$ cat src/rtl/stack_pkg.sv
// Shared definitions for the stack sequencer: default sizes, opcodes, FSM states.
package stack_pkg;

  localparam int DEPTH_DEF = 16;
  localparam int W_DEF     = 8;

  typedef enum logic [2:0] {
    OP_NOP  = 3'b000,
    OP_PUSH = 3'b001,
    OP_POP  = 3'b010,
    OP_ADD  = 3'b011,
    OP_SUB  = 3'b100,
    OP_DUP  = 3'b101
  } op_e;

  typedef enum logic [1:0] {
    IDLE = 2'd0,
    EXEC = 2'd1,
    READ = 2'd2
  } state_e;

endpackage

$ cat src/rtl/stack_alu.sv
// Combinational add/subtract, result wraps modulo 2^W.
module stack_alu #(
  parameter int W = stack_pkg::W_DEF
) (
  input  logic [W-1:0] a,
  input  logic [W-1:0] b,
  input  logic         sub,
  output logic [W-1:0] y
);

  // a - b when sub is set, otherwise a + b
  always_comb begin
    y = sub ? (a - b) : (a + b);
  end

endmodule

$ cat src/rtl/stack_sequencer.sv
// Command sequencer for a stack kept in an external RAM. The top entry is
// cached in tos so PUSH/DUP/single-entry POP finish without a RAM read;
// POP/ADD/SUB on deeper stacks read the entry below the top first.
module stack_sequencer
  import stack_pkg::*;
#(
  parameter int DEPTH = DEPTH_DEF,
  parameter int W     = W_DEF
) (
  input  logic                     clock,
  input  logic                     reset,
  input  logic                     cmd_valid,
  output logic                     cmd_ready,
  input  logic [2:0]               cmd_op,
  input  logic [W-1:0]             cmd_data,
  output logic [$clog2(DEPTH)-1:0] st_addr,
  output logic                     st_wren,
  output logic [W-1:0]             st_wdata,
  input  logic [W-1:0]             st_rdata,
  output logic [W-1:0]             tos,
  output logic [$clog2(DEPTH):0]   depth,
  output logic                     done,
  output logic                     err_ovf,
  output logic                     err_unf,
  output logic                     err_ill
);

  localparam int AW = $clog2(DEPTH);
  localparam logic [AW:0] FULL = (AW+1)'(DEPTH);

  state_e        state_q, state_d;
  op_e           op_q;
  logic [W-1:0]  data_q;
  logic [AW:0]   depth_q, depth_d;
  logic [W-1:0]  tos_q, tos_d;

  logic [AW-1:0] depth_lo;
  logic [AW-1:0] addr_m2;
  logic          is_full;
  logic          is_empty;
  logic          has_two;
  logic          needs_read;
  logic          alu_sub;
  logic [W-1:0]  alu_y;

  assign depth_lo = depth_q[AW-1:0];
  assign addr_m2  = depth_lo - AW'(2);
  assign is_full  = (depth_q == FULL);
  assign is_empty = (depth_q == '0);
  assign has_two  = (depth_q >= (AW+1)'(2));
  assign alu_sub  = (op_q == OP_SUB);
  assign needs_read = has_two &&
                      (op_q == OP_POP || op_q == OP_ADD || op_q == OP_SUB);

  stack_alu #(.W(W)) u_alu (
    .a   (st_rdata),
    .b   (tos_q),
    .sub (alu_sub),
    .y   (alu_y)
  );

  // State register; reset aborts any command in flight
  always_ff @(posedge clock) begin
    if (reset) state_q <= IDLE;
    else       state_q <= state_d;
  end

  // Next-state: accept in IDLE, detour through READ only when the second entry is needed
  always_comb begin
    state_d = state_q;
    unique case (state_q)
      IDLE:    if (cmd_valid && cmd_ready) state_d = EXEC;
      EXEC:    state_d = needs_read ? READ : IDLE;
      READ:    state_d = IDLE;
      default: state_d = IDLE;
    endcase
  end

  // Outputs and datapath next values; reset forces every output quiet
  always_comb begin
    cmd_ready = (state_q == IDLE);
    st_addr   = '0;
    st_wren   = 1'b0;
    st_wdata  = '0;
    done      = 1'b0;
    err_ovf   = 1'b0;
    err_unf   = 1'b0;
    err_ill   = 1'b0;
    depth_d   = depth_q;
    tos_d     = tos_q;
    unique case (state_q)
      EXEC: begin
        case (op_q)
          OP_NOP: done = 1'b1;
          OP_PUSH: begin
            done = 1'b1;
            if (is_full) begin
              err_ovf = 1'b1;
            end else begin
              st_wren  = 1'b1;
              st_addr  = depth_lo;
              st_wdata = data_q;
              depth_d  = depth_q + 1'b1;
              tos_d    = data_q;
            end
          end
          OP_DUP: begin
            done = 1'b1;
            if (is_empty) begin
              err_unf = 1'b1;
            end else if (is_full) begin
              err_ovf = 1'b1;
            end else begin
              st_wren  = 1'b1;
              st_addr  = depth_lo;
              st_wdata = tos_q;
              depth_d  = depth_q + 1'b1;
            end
          end
          OP_POP: begin
            if (has_two) begin
              st_addr = addr_m2;
            end else if (is_empty) begin
              done    = 1'b1;
              err_unf = 1'b1;
            end else begin
              done    = 1'b1;
              depth_d = '0;
              tos_d   = '0;
            end
          end
          OP_ADD, OP_SUB: begin
            if (has_two) begin
              st_addr = addr_m2;
            end else begin
              done    = 1'b1;
              err_unf = 1'b1;
            end
          end
          default: begin
            done    = 1'b1;
            err_ill = 1'b1;
          end
        endcase
      end
      READ: begin
        done    = 1'b1;
        depth_d = depth_q - 1'b1;
        if (op_q == OP_POP) begin
          tos_d = st_rdata;
        end else begin
          st_wren  = 1'b1;
          st_addr  = addr_m2;
          st_wdata = alu_y;
          tos_d    = alu_y;
        end
      end
      default: ;
    endcase
    if (reset) begin
      cmd_ready = 1'b0;
      st_addr   = '0;
      st_wren   = 1'b0;
      st_wdata  = '0;
      done      = 1'b0;
      err_ovf   = 1'b0;
      err_unf   = 1'b0;
      err_ill   = 1'b0;
    end
  end

  // Command latch on handshake; contents only matter while not IDLE
  always_ff @(posedge clock) begin
    if (cmd_valid && cmd_ready) begin
      op_q   <= op_e'(cmd_op);
      data_q <= cmd_data;
    end
  end

  // Cached top-of-stack and entry count
  always_ff @(posedge clock) begin
    if (reset) begin
      depth_q <= '0;
      tos_q   <= '0;
    end else begin
      depth_q <= depth_d;
      tos_q   <= tos_d;
    end
  end

  assign tos   = tos_q;
  assign depth = depth_q;

endmodule
$ cat config.mk
export PLATFORM = sky130hd
export DESIGN_NAME = stack_sequencer
export DESIGN_NICKNAME = d
export VERILOG_FILES = /design/src/rtl/stack_pkg.sv /design/src/rtl/stack_alu.sv /design/src/rtl/stack_sequencer.sv
export SDC_FILE = /design/constraint.sdc
export NUM_CORES = 1
export LEC_CHECK = 0
export ABC_AREA = 1
export BUFFER_PORTS_ARGS = -buffer_cell sky130_fd_sc_hd__buf_2
export CORE_MARGIN = 1.5
export CORE_UTILIZATION = 30
export DETAILED_ROUTE_END_ITERATION = 16
export PLACE_DENSITY = 0.55
export SLEW_MARGIN = 15
export SYNTH_ARGS = -nofsm -noshare
export SYNTH_HDL_FRONTEND = slang
export SYNTH_SLANG_ARGS = --single-unit
$ cat constraint.sdc
create_clock -name clock -period 2.65 [get_ports clock]
set_input_delay 0.1325 -clock clock [delete_from_list [all_inputs] [get_ports clock]]
set_output_delay 0.1325 -clock clock [all_outputs]
set_load 0.005 [all_outputs]
After elaboration in Yosys (flattened, before gate mapping)
Index checks and enable logic that the tools add are counted.
Word-level totals
  register bits: 26
  bits in latches: 0
  bits in writable memories: 0
  bits in read-only memories: 0
  bits of input ports: 22
  output and inout port bits: 31
  memories kept: 0
Cells by class
  add/subtract/negate cells: 5
  multiply operators: 0
  divide/modulo/power cells: 0
  order comparisons: 1
  equal/unequal tests: 15
  shift-type cells: 0
  mux-type cells: 54
  bitwise gates (word level): 0
  reduce and logical (&&, ||, !) cells: 13
Operators with widths (number)
  $mux W8: 10
  $pmux W8 S2: 4
  $mux W4: 5
  $mux W5: 4
  $mux W1: 19
  $pmux W5 S3: 1
  $ne A3 B3 Y1 const B: 4
  $pmux W4 S3: 1
  $pmux W5 S2: 1
  $reduce_and A5 Y1: 2
  $add A8 B8 Y8: 1
  $pmux W1 S2: 4
  $pmux W4 S2: 1
  $sub A8 B8 Y8: 1
  $eq A3 B2 Y1 const B: 2
  $eq A3 B3 Y1 const B: 2
  $reduce_or A6 Y1: 1
  $add A5 B1 Y5 const B: 1
  $eq A5 B5 Y1 const B: 1
  $ge A5 B2 Y1 const B: 1
  $logic_not A5 Y1: 1
  $sub A5 B1 Y5 const B: 1
  $mux W2: 2
  $ne A4 B2 Y1 const B: 1
  other kinds (15): 17

Logic depth before layout (Yosys ltp)
Gate-level depths: netlist (run 1).
  word-level depth: 6
  mapped depth: 17

By module
From an unflattened synthesis (run 1), not the netlist that was laid out.
Unflattened totals
  cell total of the unflattened synthesis: 418
  area, all modules: 2726.4 µm²
By module, submodules not included
  stack_sequencer: instances 1, cells each 328, area an instance 2213.4 µm²
  stack_alu: instances 1, cells each 90, area an instance 513.0 µm²

Worst setup path after synthesis (run 1)
OpenSTA, ideal clock, no wires.
  path kind: reg-to-output
  start point: register op_q[2]
  end point: output port st_wdata[6]
  data arrival time: 2123 ps
  path slack: 395 ps
  stages on the path, launching flop included: 15
  cells stage by stage: edfxtp_1 -> nand2_2 -> inv_1 -> or2_2 -> xor2_1 -> ha_1 -> nand2_1 -> inv_1 -> nand2_1 -> nand2_1 -> nor2_1 -> nor2_1 -> nor2_1 -> inv_1 -> a21oi_1
On the way
  longest elaborated chain between the ends: 5
  elaborated cells on any way between the ends: 9
RTL lines
  start, declared: RTL line stack_sequencer.sv:32  | op_e op_q;
  start signal, assigned: RTL line stack_sequencer.sv:175  | op_q <= op_e'(cmd_op);
  $eq A3 B3 Y1: RTL line stack_sequencer.sv:51  | assign alu_sub = (op_q == OP_SUB);
  $mux W8: RTL line stack_alu.sv:13  | y = sub ? (a - b) : (a + b);
  $mux W8: RTL line stack_sequencer.sv:149  | if (op_q == OP_POP) begin
  $pmux W8 S2 *: RTL line stack_sequencer.sv:91  | unique case (state_q)
  $mux W8 *: RTL line stack_sequencer.sv:160  | if (reset) begin
  end, declared: RTL line stack_sequencer.sv:18  | output logic [W-1:0] st_wdata,
Mark *: on every way between the ends. The rest lies on a longest branch, timed or not.

Worst setup path in the final report (run 1)
  start point: register tos_q[1], in the netlist tos[1]
  end point: output port st_wdata[4]
On the way
  longest elaborated chain between the ends: 5
  elaborated cells on any way between the ends: 6
RTL lines
  start, declared: RTL line stack_sequencer.sv:35  | logic [W-1:0] tos_q, tos_d;
  start signal, assigned: RTL line stack_sequencer.sv:187  | tos_q <= tos_d;
  $add A8 B8 Y8 / $sub A8 B8 Y8 (equally long branches): RTL line stack_alu.sv:13
  $mux W8 *: RTL line stack_alu.sv:13
  $mux W8 *: RTL line stack_sequencer.sv:149
  $pmux W8 S2 *: RTL line stack_sequencer.sv:91
  $mux W8 *: RTL line stack_sequencer.sv:160
Marked as above.

==> results of run 1 <==
[cells in the final DEF (no fill, tap or decap), types with 9 or more instances in the layout]
master    instances
a21oi_1          21
buf_2            52
buf_4            18
dfxtp_1          13
edfxtp_1         11
ha_1             15
inv_1            53
nand2_1          94
nand3_1          26
nor2_1           36
o21ai_0          17
xor2_1            9
[worst max path at each step]
stage               slack (ps)     endpoint                 from
floorplan                  390  st_wdata[6]    op_q[2]$_DFFE_PP_
global placement           150  st_wdata[6]    op_q[1]$_DFFE_PP_
detailed placement          90  st_wdata[6]    op_q[1]$_DFFE_PP_
CTS                        -50  st_wdata[6]  tos[0]$_SDFFE_PP0P_
global route              -220  st_wdata[6]  tos[2]$_SDFFE_PP0P_
finish                     -40  st_wdata[4]  tos[1]$_SDFFE_PP0P_
[cells by family after synthesis]
| kind of cell | share of synthesized area, % |
|---|---|
| and+or+nand+nor | 37.51 |
| buffers and inverters | 10.80 |
| AOI/OAI and AO/OA | 11.11 |
| DFF | 25.44 |
| adders and majority gates | 10.90 |
| xor gates and xnor gates | 4.240 |
[critical path, cell delays in order, from the launching register on]
cell      delay, ps
dfxtp_2         350
inv_2            60
ha_4            160
inv_4            60
nor3_4           40
or2_4           230
xor2_1          140
ha_1            340
buf_4           150
buf_4           120
o21ai_0          60
nand3b_1        160
a21oi_1         240
buf_2           150
[what timing repair did]
action                                  CTS  global route
buffers inserted                          7             6
gates resized for setup                  15            24
pin swaps                                 7            16
hold buffers                              0             0
endpoints found under the setup margin    5             5
[through the flow]
stage          setup TNS [ps]  setup slack [ps]  hold WS (ps)  utilization, %
3_3_place_gp                0             149.4         308.8           36.42
2_1_floorplan               0             394.6         231.4               -
4_1_cts                -54.46            -54.46         11.14           38.49
5_1_grt                -859.2            -216.0         6.336           40.51
6_report               -55.16            -38.99         15.51           40.51
3_5_place_dp                0             92.59         310.6           36.42
[registers in the layout, summed over array words and instances (netlist names)]
signal,flops
data_q,8
tos,8
depth,5
op_q,3
state_q,2
[final cells by class]
| class | instances | area, µm² | share of cell area, % |
|---|---|---|---|
| Clock buffer | 3 | 41.29 | 1.299 |
| Sequential cell | 26 | 633.1 | 19.91 |
| Clock inverter | 1 | 30.03 | 0.9445 |
| Inverter | 59 | 226.5 | 7.123 |
| Multi-Input combinational cell | 285 | 1725 | 54.27 |
| Tap cell | 102 | 127.6 | 4.014 |
| Timing Repair Buffer | 70 | 395.4 | 12.44 |
[routing by layer]
layer	vias up	part of all wire (%)	GRT usage, %
met2	69	45	27.84
met4	0	1.5	5.721
li1	1332	-	-
met5	-	0	0
met1	1192	49	23.47
met3	9	4.7	2.265
[where the power goes]
part / internal [mW] / total, mW / switching [mW] / leakage, nW
logic: 0.317 / 0.767 / 0.450 / 1.31
registers: 0.450 / 0.491 / 0.0405 / 0.226
clock network: 0.203 / 0.350 / 0.148 / 0.0357
==> summary.txt, run 1 <==
Critical path
  • Crit path required time: 2520 ps
  • Flop2flop setup slack: 370 ps
  • Critical path arrival: 2560 ps
  • R2r endpoint: tos[5]$_SDFFE_PP0P_
  • Critical path peak fanout: 4
  • R2R depth: 16
  • CP Capture Type: output port
  • CP startpoint kind: flop
  • Crit path kind: reg -> out
  • Worst reg2reg path startpoint: op_q[0]$_DFFE_PP_

Finish
  • Synth-to-layout area growth: 28.27%
  • Cell area after layout: 3179 µm²
  • Antenna Cells: 0
  • Fillers: 861
  • Final net count: 488
  • Final std cells w/o fill: 546
  • Layout cells sized above 1: 28.15%

Routing
  • Via density: 4.766
  • Vias: 2602
  • Initial DRC count: 141
  • Drt drc: 0
  • Routed len/inst: 13.65 µm
  • Number of routed nets with antenna violations: 0
  • TritonRoute pass-1 iters: 5
  • Wirelength, routed: 7455 µm

Synthesis
  • Synth top area cells: nand2_1, edfxtp_1, dfxtp_1, ha_1, inv_1
  • Yosys cell types: 34
  • Synth top area share: 14.99%
  • #FFs+latches synth: 26
  • EDFF count, synth: 11
  • Mapped cell area: 2479 µm²
  • Post-synthesis async set-or-reset flop share: 0%
  • Yosys warns: 0
  • Mean Syn Cell Area: 6.575 µm²
  • Sequential fraction of the synthesis area: 25.44%
  • Syn_nets: 420
  • Top-count cell post-synth: nand2_1
  • Cell taking the most area after synthesis: nand2_1
  • Most frequent cells after synthesis: nand2_1, inv_1, nor2_1
  • Syn Inst Count: 377
  • Ys flop type: dfxtp_1

Global route
  • Vias in the first global route: 2552
  • Initial antenna violation count: 0
  • GRT overflow: 0
  • First-pass GRT wire length: 11990 µm
  • GRT Total Usage: 17.19%
  • Largest net degree at the start of global routing: 17

CTS
  • CTS sink count: 26
  • Clock transition at path regs: 110 ps
  • CTS tree: built
  • CTS max path bufs: 2
  • Num CTS Buffers: 3
  • CTS Root Cell: clkbuf_8
  • H-tree levels: 1
  • Later-pin clock latency in the skew report: 290 ps

Die
  • Core Box Area: 7848 µm²
  • Initial Util: 31.58%
  • Die width: 93.90 µm
  • Row count: 32
  • Die Ht: 93.90 µm
  • Die Area: 8816 µm²
  • Top Ports: 53

STA
  • RSZ-0062 raised after global routing: true
  • Slew @ Worst Pin: 528.5 ps
  • Fin worst setup slack: -38.99 ps
  • Clock Skew: 15.72 ps
  • Rel. slew slack: 64.73%
  • Highest Clock Rate: 0.3719 GHz
  • Crit share post-route: 101.5%
  • Minimum clock period: 2689 ps
  • Slew Limit Fails: 0
  • Final Hold Fails: 0
  • Setup-failing EPs final: 2

Hold path
  • Min-Delay Path Depth: 1
  • WHS Endpoint: data_q[5]$_DFFE_PP_
  • Hold WC Path Type: in -> reg
  • Hold_sp: cmd_data[5]

Power
  • Pwr/cell area: 505.7 nW/µm²
  • Peak supply drop: 226.2 µV
  • Final Power: 1.608 mW
  • Pleak: 1.576 nW

Placement
  • DP Area: 2858 µm²
  • DP HPWL: 5665 µm
  • Inst Count DP: 529
  • # port buffers: 52
  • Gpl congestion: 0.8676

Run
  • Max-Cap Viols: 0

Status
  • Status: complete, but fails checks
  • Failing checks: negative setup slack
No activity file was read; power rests on OpenSTA's default activity.
==> inputs of run 2 (changes only) <==
==> constraint.sdc (replaced) <==
create_clock -name clock -period 2.65 [get_ports clock]
set_input_delay 0.53 -clock clock [delete_from_list [all_inputs] [get_ports clock]]
set_output_delay 0.53 -clock clock [all_outputs]
set_load 0.005 [all_outputs]
==> summary.txt, run 2 (synthesis results as in run 1) <==
Global route
  • GRT Total Usage: 18.02% (+0.83 points)
  • Largest net degree at the start of global routing: 17 (unchanged)
  • GRT overflow: 0 (unchanged)
  • Vias in the first global route: 2678 (+4.9%)
  • First-pass GRT wire length: 12570 µm (+4.9%)
  • Initial antenna violation count: 0 (unchanged)

STA
  • Fin worst setup slack: -453.0 ps (-414.0 ps)
  • Minimum clock period: 3103 ps (+414.0 ps)
  • Worst hold slack: 406.1 ps (+390.6 ps)
  • RSZ-0062 raised after global routing: true
  • Crit share post-route: 117.1% (+16 points)
  • Final Hold Fails: 0 (unchanged)
  • Clock Skew: 12.12 ps (-3.605 ps)
  • Rel. slew slack: 65.38% (+0.65 points)
  • Highest Clock Rate: 0.3223 GHz (-13%)
  • Slew Limit Fails: 0 (unchanged)
  • Slew @ Worst Pin: 518.8 ps (-9.776 ps)
  • Setup-failing EPs final: 7 (+5)

Finish
  • Commonest non-fill, non-tap cells in the layout: nand2_1, inv_1, buf_2
  • Final net count: 512 (+4.9%)
  • Layout cells sized above 1: 34.62% (+6.5 points)
  • Fin util: 43.54% (+3.0 points)
  • Antenna Cells: 0 (unchanged)
  • Synth-to-layout area growth: 37.86%
  • Commonest non-fill, non-tap cell in the layout: nand2_1

Routing
  • Number of routed nets with antenna violations: 0 (unchanged)
  • Vias: 2663 (+2.3%)
  • Via density: 4.672 (-2.0%)
  • Initial DRC count: 152 (+7.8%)
  • Drt drc: 0 (unchanged)
  • Wire length on met3: 302 µm (-13%)
  • WL met1: 3635 µm (-0.30%)
  • Top sig layer: met4
  • Wirelength, routed: 7833 µm (+5.1%)
  • Routed len/inst: 13.74 µm (+0.65%)
  • TritonRoute pass-1 iters: 4 (-1)
  • Met2 routed WL: 3712 µm (+11%)

Status
  • Status: complete, but fails checks
  • Failing checks: negative setup slack

Power
  • Pleak: 1.700 nW (+7.9%)
  • Pwr/cell area: 506.2 nW/µm² (+0.10%)
  • Peak supply drop: 206.1 µV (-8.9%)

Hold path
  • Hold WC Path Type: in -> reg

Placement
  • DP HPWL: 5931 µm (+4.7%)
  • # port buffers: 52 (unchanged)
  • Gpl congestion: 0.9167 (+5.7%)

Critical path
  • Crit path kind: reg -> out
  • R2R depth: 17 (+1)
  • Worst reg2reg path startpoint: op_q[2]$_DFFE_PP_
  • Critical path arrival: 2570 ps (about the same)
  • Flop2flop setup slack: 130 ps (-240 ps)
  • CP Capture Type: output port
  • Crit path from: op_q[2]$_DFFE_PP_
  • CP startpoint kind: flop
  • Crit path to: st_wdata[6]
  • R2r endpoint: tos[7]$_SDFFE_PP0P_
  • Crit path required time: 2120 ps (-400 ps)
  • Critical path peak fanout: 5 (+1)

Run
  • Max-Cap Viols: 0 (unchanged)

Die
  • Die Area: 8816 µm² (unchanged)
  • Row count: 32 (unchanged)
  • Die Ht: 93.90 µm (unchanged)
  • Top Ports: 53 (unchanged)
  • Die width: 93.90 µm (unchanged)
  • Initial Util: 31.58% (unchanged)
  • Core Box Area: 7848 µm² (unchanged)

CTS
  • Later-pin clock latency in the skew report: 290 ps (about the same)
  • H-tree levels: 1 (unchanged)
  • Hold_buf cts: 0 (unchanged)
  • CTS tree: built
  • Num CTS Buffers: 3 (unchanged)
  • Clock transition at path regs: 110 ps (about the same)
  • CTS max path bufs: 2 (unchanged)
  • CTS Root Cell: clkbuf_8
  • CTS sink count: 26 (unchanged)
## run 2: cell types whose count changed in the layout (fill, tap and decap cells not counted), sizes merged
cell      before  now
clkinvlp       0    1
inv           59   58
buf           70   94
## run 2: worst min-delay path by stage
stage | startpoint | to | slack [ps] | depth (start not counted)
finish | cmd_data[5] | data_q[5]$_DFFE_PP_ | 410 | 1
detailed placement | state_q[0]$_SDFFE_PP0P_ | state_q[0]$_SDFFE_PP0P_ | 510 | 2
floorplan | state_q[0]$_SDFFE_PP0P_ | state_q[0]$_SDFFE_PP0P_ | 480 | 2
global route | cmd_data[5] | data_q[5]$_DFFE_PP_ | 410 | 1
CTS | cmd_data[5] | data_q[5]$_DFFE_PP_ | 400 | 1
global placement | state_q[0]$_SDFFE_PP0P_ | state_q[0]$_SDFFE_PP0P_ | 500 | 2
## run 2: per-stage QoR
stage                     std cells  total power [mW]  TNS (ps)  instance area (µm²)  worst slack [ps]
final                           570             1.730     -2671                 3417            -453.0
after global routing            570             1.852     -3584                 3417            -618.1
after CTS                       561             1.656     -2297                 3261            -422.6
after detailed placement        550             1.190    -773.0                 3015            -223.5
after global placement          550             1.186    -676.2                 3015            -194.0
after floorplan                 377            0.9659         0                 2479             7.319
## run 2: routing by layer
layer  global-route usage [%]  vias up
met5                        0        -
met4                    6.965        0
li1                         -     1383
met3                    1.618       14
met2                    30.07       57
met1                    23.96     1209
## run 2: final cells by class
type	count	area, µm²
clock inverter	1	30.03
clock buffer	3	41.29
tap	102	127.6
timing repair buffer	94	595.6
inverter	59	225.2
sequential	26	633.1
fill	845	4431
multi-input combinational	285	1764
## run 2: worst max-delay path: stages (launching register included)
cell and delay [ps]:
edfxtp_1 420, nand2_2 130, buf_6 130, inv_2 40, or2_4 220, xor2_1 150, ha_2 400, nand2_4 80
inv_2 60, nand2_2 50, nand2_2 70, nor2_2 40, nand2_1 60, nand2_1 40, nor2_1 100, inv_1 70
a21oi_2 100, buf_2 120
## run 2: repair_timing
action                                  in CTS  in global routing
buffers inserted                             7                  9
resized for setup                           31                 24
pin swaps                                   19                 16
endpoints found under the setup margin       8                 14
## run 2: power breakdown
part / internal [mW] / switching (mW) / leakage (nW)
sequential: 0.450 / 0.0351 / 0.226
clock: 0.203 / 0.149 / 0.0357
combinational: 0.387 / 0.506 / 1.44
total: 1.04 / 0.690 / 1.70
==> inputs of run 3 (changes only) <==
- ABC_AREA: 1 -> not set
==> summary.txt, run 3 <==
Synthesis
  • Top-count cell post-synth: nor2_1
  • Yosys warns: 0 (unchanged)
  • Syn Inst Count: 287 (-24%)
  • Cell taking the most area after synthesis: edfxtp_1
  • Synth Area in XOR/XNOR: 3.659% (-0.58 points)
  • Synth top area cells: edfxtp_1, dfxtp_1, ha_1, nor2_1, a21oi_1
  • Ys flop type: dfxtp_1
  • EDFF count, synth: 11 (unchanged)
  • Post-synthesis mux area share: 1.516% (+1.5 points)
  • Mean Syn Cell Area: 8.340 µm² (+27%)
  • Synth top area share: 13.80% (-1.2 points)
  • Post-synthesis async set-or-reset flop share: 0% (unchanged)
  • Main combinational cell family by area after synthesis: compound AO/OA/AOI/OAI gates
  • #FFs+latches synth: 26 (unchanged)
  • Yosys cell types: 60 (+76%)
  • Post-synthesis compound-gate area fraction: 28.96% (+18 points)
  • Adder-cell share of the synthesized area: 11.29% (+0.39 points)
  • Simple-gate portion of the synthesized area: 21.43% (-16 points)
  • Most frequent cells after synthesis: nor2_1, nand2_1, ha_1
  • Sequential fraction of the synthesis area: 26.35% (+0.90 points)
  • Mapped cell area: 2394 µm² (-3.4%)
  • Syn_nets: 330 (-21%)

Hold path
  • Hold_sp: cmd_op[1]
  • Min-Delay Path Depth: 1 (unchanged)
  • WHS Endpoint: op_q[1]$_DFFE_PP_
  • Hold WC Path Type: in -> reg

STA
  • Setup-failing EPs final: 11 (+4)
  • Slew @ Worst Pin: 520.2 ps (+1.395 ps)
  • Crit share post-route: 124.1% (+7.0 points)
  • Final Hold Fails: 0 (unchanged)
  • Slew Limit Fails: 0 (unchanged)
  • RSZ-0062 raised after global routing: true
  • Rel. slew slack: 65.32% (about the same)
  • Minimum clock period: 3288 ps (+184.6 ps)
  • Worst hold slack: 419.9 ps (+13.83 ps)
  • Clock Skew: 2.077 ps (-10.04 ps)
  • Setup TNS: -3517 ps (-846.8 ps)
  • Fin worst setup slack: -637.6 ps (-184.6 ps)
  • Highest Clock Rate: 0.3042 GHz (-5.6%)

Routing
  • Top sig layer: met4
  • Wirelength, routed: 8172 µm (+4.3%)
  • Wire length on met3: 307 µm (+1.7%)
  • WL met1: 3705 µm (+1.9%)
  • Initial DRC count: 122 (-20%)
  • Met2 routed WL: 4040 µm (+8.8%)
  • Drt drc: 0 (unchanged)
  • Via density: 5.150 (+10%)
  • Vias: 2575 (-3.3%)
  • Routed len/inst: 16.34 µm (+19%)
  • TritonRoute pass-1 iters: 4 (unchanged)
  • Number of routed nets with antenna violations: 0 (unchanged)

Die
  • Initial Util: 30.97% (-0.61 points)
  • Core Box Area: 7727 µm² (-1.5%)
  • Top Ports: 53 (unchanged)
  • Row count: 32 (unchanged)
  • Die width: 92.32 µm (-1.7%)
  • Die Ht: 92.32 µm (-1.7%)
  • Die Area: 8523 µm² (-3.3%)

Placement
  • # port buffers: 52 (unchanged)
  • DP Area: 3074 µm² (+2.0%)
  • Inst Count DP: 476 (-13%)
  • DP HPWL: 5876 µm (-0.93%)
  • Gpl congestion: 0.9375 (+2.3%)

Global route
  • Largest net degree at the start of global routing: 21 (+4)
  • Vias in the first global route: 2506 (-6.4%)
  • GRT Total Usage: 18.24% (+0.21 points)
  • Initial antenna violation count: 0 (unchanged)
  • GRT overflow: 0 (unchanged)
  • First-pass GRT wire length: 12410 µm (-1.3%)

Critical path
  • Flop2flop setup slack: -70 ps (-200 ps)
  • R2R depth: 13 (-4)
  • Critical path peak fanout: 4 (-1)
  • Crit path from: op_q[1]$_DFFE_PP_
  • Crit path required time: 2120 ps (about the same)
  • Critical path arrival: 2760 ps (+190 ps)
  • Crit path kind: reg -> out
  • Slowest-stage cell, CP: edfxtp_1
  • R2r endpoint: tos[3]$_SDFFE_PP0P_
  • CP Capture Type: output port
  • CP startpoint kind: flop
  • Cells along the critical path: nor3b_4 -> mux2_4 -> fa_2 -> nor2b_4 -> o31a_1 -> o21ai_2 -> buf_4 -> a31oi_2 -> a21oi_1 -> buf_2
  • Worst reg2reg path startpoint: op_q[1]$_DFFE_PP_
  • Max stage delay on crit path: 440 ps (+20 ps)

Power
  • Pwr/cell area: 484.2 nW/µm² (-4.3%)
  • Peak supply drop: 241.0 µV (+17%)
  • Pleak: 1.528 nW (-10%)

CTS
  • CTS tree: built
  • CTS max path bufs: 2 (unchanged)
  • Clock transition at path regs: 100 ps (about the same)
  • CTS sink count: 26 (unchanged)
  • Hold_buf cts: 0 (unchanged)
  • CTS Root Cell: clkbuf_8
  • Later-pin clock latency in the skew report: 270 ps (-20 ps)
  • H-tree levels: 1 (unchanged)
  • Num CTS Buffers: 3 (unchanged)

Finish
  • Synth-to-layout area growth: 50.91%
  • Final std cells w/o fill: 500 (-12%)
  • Commonest non-fill, non-tap cells in the layout: buf_4, buf_2, nor2_1
  • Layout cells sized above 1: 48.99% (+14 points)
  • Commonest non-fill, non-tap cell in the layout: buf_4
  • Cell area after layout: 3612 µm² (+5.7%)
  • Antenna Cells: 0 (unchanged)
  • Final net count: 442 (-14%)

Run
  • Max-Cap Viols: 0 (unchanged)

Status
  • Failing checks: negative setup slack
  • Status: complete, but fails checks
==> run 3: cell types whose count changed after synthesis, sizes merged, moves of 6 or more <==
cell	change
nand3	-27
nand2b	+9
a311oi	+10
inv	-43
nand2	-84
a31oi	+7
xor2	-8
o21ai	-6
a211oi	+8
xnor2	+6
a21oi	-7
==> run 3: final cells by class <==
type,instances,area [µm²]
timing repair buffer,122,808.3
tap,102,127.6
clock inverter,1,30.03
fill,745,4115
multi-input combinational,230,1907
clock buffer,3,41.29
inverter,16,65.06
sequential,26,633.1
==> run 3: critical path, delay by kind of cell, from the launching register on <==
kind / cells / cell delay, ps
buffers and inverters: 2 / 260
muxes: 1 / 350
DFF: 1 / 440
adders and majority gates: 1 / 380
and+or+nand+nor: 2 / 490
AOI/OAI and AO/OA: 4 / 560
==> run 3: worst max-delay path by stage <==
stage	end
finish	st_wdata[6]
global route	st_wdata[6]
CTS	st_wdata[6]
detailed placement	st_wdata[6]
global placement	st_wdata[6]
floorplan	st_wdata[6]
==> run 3: what timing repair did <==
| action | in CTS | in global routing |
|---|---|---|
| setup endpoints to repair | 13 | 18 |
| pin swaps | 12 | 29 |
| resized for setup | 22 | 49 |
| cloned | 0 | 1 |
| buffers inserted | 6 | 16 |
==> run 3: cell families (layout without fill, tap and decap cells) <==
group                    Yosys count  in the layout
AO/OA/AOI/OAI                     90             90
buffers and inverters             31            142
adder cells (fa/ha/maj)           21             21
AND/OR/NAND/NOR                  106            106
flip-flops                        26             26
multiplexers                       3              3
XOR/XNOR                          10             10
==> run 3: power by group <==
group / internal, mW / switching [mW] / leakage, nW
Clock: 0.202 / 0.140 / 0.0357
Sequential: 0.444 / 0.0187 / 0.226
Combinational: 0.463 / 0.481 / 1.27
Total: 1.11 / 0.640 / 1.53
==> run 3: per-layer routing <==
metal / up-vias / global-route usage (%)
li1: 1267 / -
met1: 1241 / 23.94
met4: 0 / 4.359
met2: 59 / 31.74
met5: - / 0
met3: 8 / 2.053
==> run 3: per-stage QoR <==
stage	util, %	setup slack [ps]	power (mW)
after floorplan	-	-208.5	0.8985
after global placement	39.78	-277.9	1.138
after detailed placement	39.78	-324.6	1.142
after CTS	42.42	-593.4	1.575
after global routing	46.75	-733.5	1.849
final	46.75	-637.6	1.749
